--- src/rtl/systolic_feeder_pkg.sv ---
// Shared types for the systolic array operand feeder: scalar width, lane count,
// the valid-tagged Scalar struct and the feeder FSM state encoding.
package systolic_feeder_pkg;

    localparam int SINGLE        = 32;
    localparam int SYS_ARRAY_LEN = 4;

    typedef struct packed {
        logic [SINGLE-1:0] value;
        logic              valid;
    } scalar_t;

    typedef enum logic [1:0] {
        IDLE   = 2'd0,
        STREAM = 2'd1,
        DRAIN  = 2'd2
    } feeder_state_t;

endpackage

--- src/rtl/skew_line.sv ---
// DEPTH-stage Scalar shift register with synchronous active-low clear; one per
// feeder lane, so lane i of the array sees its data i cycles after lane 0.
module skew_line
    import systolic_feeder_pkg::*;
#(
    parameter int DEPTH = 1
) (
    input  logic    clk,
    input  logic    rst_n,
    input  scalar_t feed,
    output scalar_t tap
);

    scalar_t stage_reg [DEPTH];

    always_ff @(posedge clk) begin
        if (!rst_n) begin
            for (int k = 0; k < DEPTH; k++) begin
                stage_reg[k] <= '0;
            end
        end else begin
            stage_reg[0] <= feed;
            for (int k = 1; k < DEPTH; k++) begin
                stage_reg[k] <= stage_reg[k-1];
            end
        end
    end

    assign tap = stage_reg[DEPTH-1];

endmodule

--- src/rtl/systolic_feeder.sv ---
// Skews one k-step of A/B operands per handshake into the systolic array's
// row/column Scalar inputs. Optional per-pass beat counter: FEEDER_BEAT_CNT_EN.
module systolic_feeder
    import systolic_feeder_pkg::*;
#(
    parameter int LEN = SYS_ARRAY_LEN
) (
    input  logic                        clk,
    input  logic                        rst_n,
    input  logic                        in_valid,
    output logic                        in_ready,
    input  logic [LEN-1:0][SINGLE-1:0]  a_vec,
    input  logic [LEN-1:0][SINGLE-1:0]  b_vec,
    input  logic                        in_last,
    output scalar_t [LEN-1:0]           row,
    output scalar_t [LEN-1:0]           column,
    output logic                        busy,
    output logic                        done
`ifdef FEEDER_BEAT_CNT_EN
    ,
    output logic [15:0]                 beat_cnt
`endif
);

    localparam int CNT_W = (LEN > 1) ? $clog2(LEN) : 1;

    feeder_state_t    state_reg;
    logic [CNT_W-1:0] drain_reg;
    logic             done_reg;
    logic             accept;

    assign in_ready = (state_reg != DRAIN);
    assign busy     = (state_reg != IDLE);
    assign done     = done_reg;
    assign accept   = in_valid && in_ready;

    // The drain count covers the extra cycles lane LEN-1 needs to present the
    // final beat; done is raised on the edge that makes that beat visible.
    always_ff @(posedge clk) begin
        if (!rst_n) begin
            state_reg <= IDLE;
            drain_reg <= '0;
            done_reg  <= 1'b0;
        end else begin
            done_reg <= 1'b0;
            case (state_reg)
                IDLE, STREAM: begin
                    if (accept) begin
                        if (in_last) begin
                            if (LEN == 1) begin
                                state_reg <= IDLE;
                                done_reg  <= 1'b1;
                            end else begin
                                state_reg <= DRAIN;
                                drain_reg <= CNT_W'(LEN - 1);
                            end
                        end else begin
                            state_reg <= STREAM;
                        end
                    end
                end
                DRAIN: begin
                    drain_reg <= drain_reg - 1'b1;
                    if (drain_reg == CNT_W'(1)) begin
                        state_reg <= IDLE;
                        done_reg  <= 1'b1;
                    end
                end
                default: state_reg <= IDLE;
            endcase
        end
    end

    genvar gi;
    generate
        for (gi = 0; gi < LEN; gi++) begin : g_lane
            scalar_t row_feed;
            scalar_t col_feed;

            // Cycles without an accepted beat inject an all-zero bubble.
            assign row_feed.value = accept ? a_vec[gi] : '0;
            assign row_feed.valid = accept;
            assign col_feed.value = accept ? b_vec[gi] : '0;
            assign col_feed.valid = accept;

            skew_line #(.DEPTH(gi + 1)) u_row (
                .clk   (clk),
                .rst_n (rst_n),
                .feed  (row_feed),
                .tap   (row[gi])
            );

            skew_line #(.DEPTH(gi + 1)) u_col (
                .clk   (clk),
                .rst_n (rst_n),
                .feed  (col_feed),
                .tap   (column[gi])
            );
        end
    endgenerate

`ifdef FEEDER_BEAT_CNT_EN
    logic [15:0] beat_cnt_reg;

    always_ff @(posedge clk) begin
        if (!rst_n) begin
            beat_cnt_reg <= '0;
        end else if (accept) begin
            if (state_reg == IDLE) begin
                beat_cnt_reg <= 16'd1;
            end else if (beat_cnt_reg != 16'hFFFF) begin
                beat_cnt_reg <= beat_cnt_reg + 16'd1;
            end
        end
    end

    assign beat_cnt = beat_cnt_reg;
`endif

endmodule

--- config.mk ---
export PLATFORM = sky130hd
export DESIGN_NAME = systolic_feeder
export DESIGN_NICKNAME = d
export VERILOG_FILES = /design/src/rtl/systolic_feeder_pkg.sv /design/src/rtl/skew_line.sv /design/src/rtl/systolic_feeder.sv
export SDC_FILE = /design/constraint.sdc
export NUM_CORES = 1
export LEC_CHECK = 0
export BUFFER_PORTS_ARGS = -buffer_cell sky130_fd_sc_hd__buf_2
export CORE_MARGIN = 1.5
export CORE_UTILIZATION = 30
export CTS_CLUSTER_SIZE = 12
export DETAILED_ROUTE_END_ITERATION = 8
export PLACE_DENSITY = 0.56
export SYNTH_ARGS = -nofsm -noshare
export SYNTH_HDL_FRONTEND = slang
export SYNTH_HIERARCHICAL = 1
export SYNTH_SLANG_ARGS = --single-unit
--- constraint.sdc ---
create_clock -name clk -period 1.75 [get_ports clk]
set_input_delay 0.2625 -clock clk [delete_from_list [all_inputs] [get_ports clk]]
set_output_delay 0.2625 -clock clk [all_outputs]
set_load 0.05 [all_outputs]
==> results.md <==
- Run status: finished, final reports clean
- Worst path top cell family by delay: flip-flops
- CP Capture Type: primary output
- FILL cells: 6693
- Async S/R FF share, synth: 0%
- Slowest-stage cell, CP: dfxtp_2
- Vias in the first global route: 14000
- Post-DRT Antenna Nets: 0
- 1st-pass router iterations: 4
- RSZ-0062 raised after global routing: no
- First-pass GRT wire length: 75700 µm
- Sequential element share of the synthesized area: 62.9%
- Post-synth EDFFs: 0
- RePlAce Congestion: 0.826
- Dominant cells by area after synthesis: dfxtp_1 63%, and2_1 18%, and3_1 7.6%
- Lkg Pwr: 13.7 nW
- Fin cells: 3473
- Dpl hpwl: 31200 µm
- Initial Utilization: 30.3%
- Placed cell count: 3091
- Critical Path Max Stage Delay: 0.35 ns
- Hold Vio Cnt, Final: 0
- Area occupied by multi-input gates: 5920 µm²
- Register bit total from synthesis: 665
- TritonCTS Buffers: 73
- Initial antenna violation count: 6
- Layout cells sized above 1: 29.2%
- Hold crit path type: in2reg
- Clk sinks: 665
- Hold_ws: 0.0503 ns
- Worst reg2reg path depth: 6
- Final instance area: 28400 µm²
- Grt ovf: 0
- CP required: 1.49 ns
- Post-route DRC violation count: 0
- CTS tree: built
- I/O Pins: 527
- Top cell type by total area after synthesis: dfxtp_1
- Area Growth Syn to Fin: 34.1%
- Gr usage total: 13.4%
- Most common cell in the netlist: dfxtp_1
- Sequential cell area: 13300 µm²
- Worst Clk Skew: 0.0153 ns
- Mapped Nets: 2117
- Post-Synthesis Cells: 1856
- Total stage count of the critical path: 3
- Arr. time, crit path: 1.43 ns
- Slew Limit Fails: 0
- Post-Syn Area: 21200 µm²
- Avg Inst Size Synth: 11.4 µm²
- Die X: 269 µm
- Post-synth top area share: 62.9%
- NumNets Final: 2741
- Utilization after layout: 40.6%
- DR iter-0 viols: 629
- Least-Margin Pin Slew: 0.667 ns
- FMAX: 592 MHz
- Critical path class: reg2out
- Via count: 13800
- Largest net degree at the start of global routing: 105
- CP max FO: 4
- Final Critical Period: 1.69 ns
- Synth Flop Type: dfxtp_1
- Final count of negative-setup-slack endpoints: 0
- CP startpoint kind: register
- Root Driver: clkbuf_16
- Std-Cell Rows: 97
- Htree depth: 3
- Max-cap violations: 0
- DR vias/cell: 3.97
- Warnings, synthesis: 6
- Die Height: 269 µm
- Peak supply drop: 0.000586 V
- IO buf count: 526
- Final period util: 96.6%
- Clk_lat worst skew: 0.60 ns
- Cell Pwr Density: 1180 nW/µm²
- Max-slew headroom: 55.5%
- WL per Instance: 14.4 µm
- Die ar.: 72100 µm²
- Hold Path Cell Cnt: 3
- Clock Tree Buf Depth: 3
- Buf/Inv on CP: 2
- Distinct cell type count after synthesis: 21
- Core area: 69900 µm²
- Cells along the critical path: nor2b_4, inv_12, buf_6
- Leading post-synthesis cells by instance count: 665 x dfxtp_1, 595 x and2_1, 257 x and3_1, 136 x buf_4, 66 x and2_2
- Setup TNS: 0 ns
- WL final: 50000 µm
- Clk pin slew, worst setup/hold paths: 0.06 ns
- Placement Cell Area: 23400 µm²
## layer usage
metal / track usage, % / part of all wire [%] / vias up
met4: 6.59 / 4.0 / 4
li1: - / - / 6918
met5: 0 / 0.060 / -
met1: 15.5 / 41 / 6340
met2: 22.6 / 48 / 399
met3: 3.82 / 6.5 / 127
## worst reg2reg max path, stage by stage, from the launching register on
cell,delay [ns]
dfxtp_2,0.35
nor2b_4,0.26
inv_12,0.06
buf_4,0.20
buf_12,0.21
and3_1,0.28
and2_2,0.19
## per-stage QoR
stage	total power, W	worst slack [ns]
2_1_floorplan	0.0176	0.397
3_3_place_gp	0.0181	0.134
3_5_place_dp	0.0181	0.135
4_1_cts	0.0341	0.0114
5_1_grt	0.0349	0.00357
6_report	0.0335	0.0598
## cell type report
class | instances | area share [%]
clock buffers | 106 | 7.63
well taps | 940 | 4.15
inverters | 3 | 0.0838
multi-input cells | 931 | 20.9
diodes | 3 | 0.0265
repair inverters | 2 | 0.0618
repair buffers | 804 | 19.4
clock inverters | 19 | 0.882
flip-flops and latches | 665 | 46.9
## logic make-up (layout without fill, tap and decap cells)
group	count (synthesis)	in the layout	synth area share, %
other cells	0	3	0
compound gates	4	4	0.136
flops	665	665	62.9
simple gates	926	926	27.8
fa+ha+maj	1	1	0.0591
buf+inv	260	934	9.10
## report_power, final
group / leakage [nW] / switching [W] / internal, W / total (W)
registers: 5.42 / 0.000109 / 0.0156 / 0.0157
logic: 7.08 / 0.00138 / 0.00118 / 0.00257
clock network: 1.19 / 0.00600 / 0.00919 / 0.0152
## placed cells by master (no fill, tap or decap), types with 7 or more instances in the layout
cell	count
buf_4	20
buf_2	522
and2_1	595
and3_1	257
dlygate4sd3_1	248
clkinv_2	7
dfxtp_1	663
buf_12	10
clkbuf_8	17
clkbuf_16	75
clkbuf_1	14
and2_2	66
## path summary, 6_finish.rpt
kind | startpoint | endpoint | slack [ns]
setup reg to reg | state_reg[1]$_SDFFE_PN0P_ | g_lane[0].u_row/stage_reg[0][29]$_SDFF_PN0_ | 0.07
hold / removal | a_vec[86] | g_lane[2].u_row/stage_reg[0][23]$_SDFF_PN0_ | 0.05
setup / recovery | state_reg[1]$_SDFFE_PN0P_ | in_ready | 0.06
hold reg to reg | g_lane[3].u_col/stage_reg[2][5]$_SDFF_PN0_ | g_lane[3].u_col/stage_reg[3][5]$_SDFF_PN0_ | 0.42
## repair_timing
item	4_1_cts	5_1_grt
setup endpoints to repair	2	1
hold buffers	248	0
buffers inserted	5	0
gates cloned	2	0
gates resized for setup	7	1
hold endpoints to repair	248	0
(Power assumes the default switching activity.)
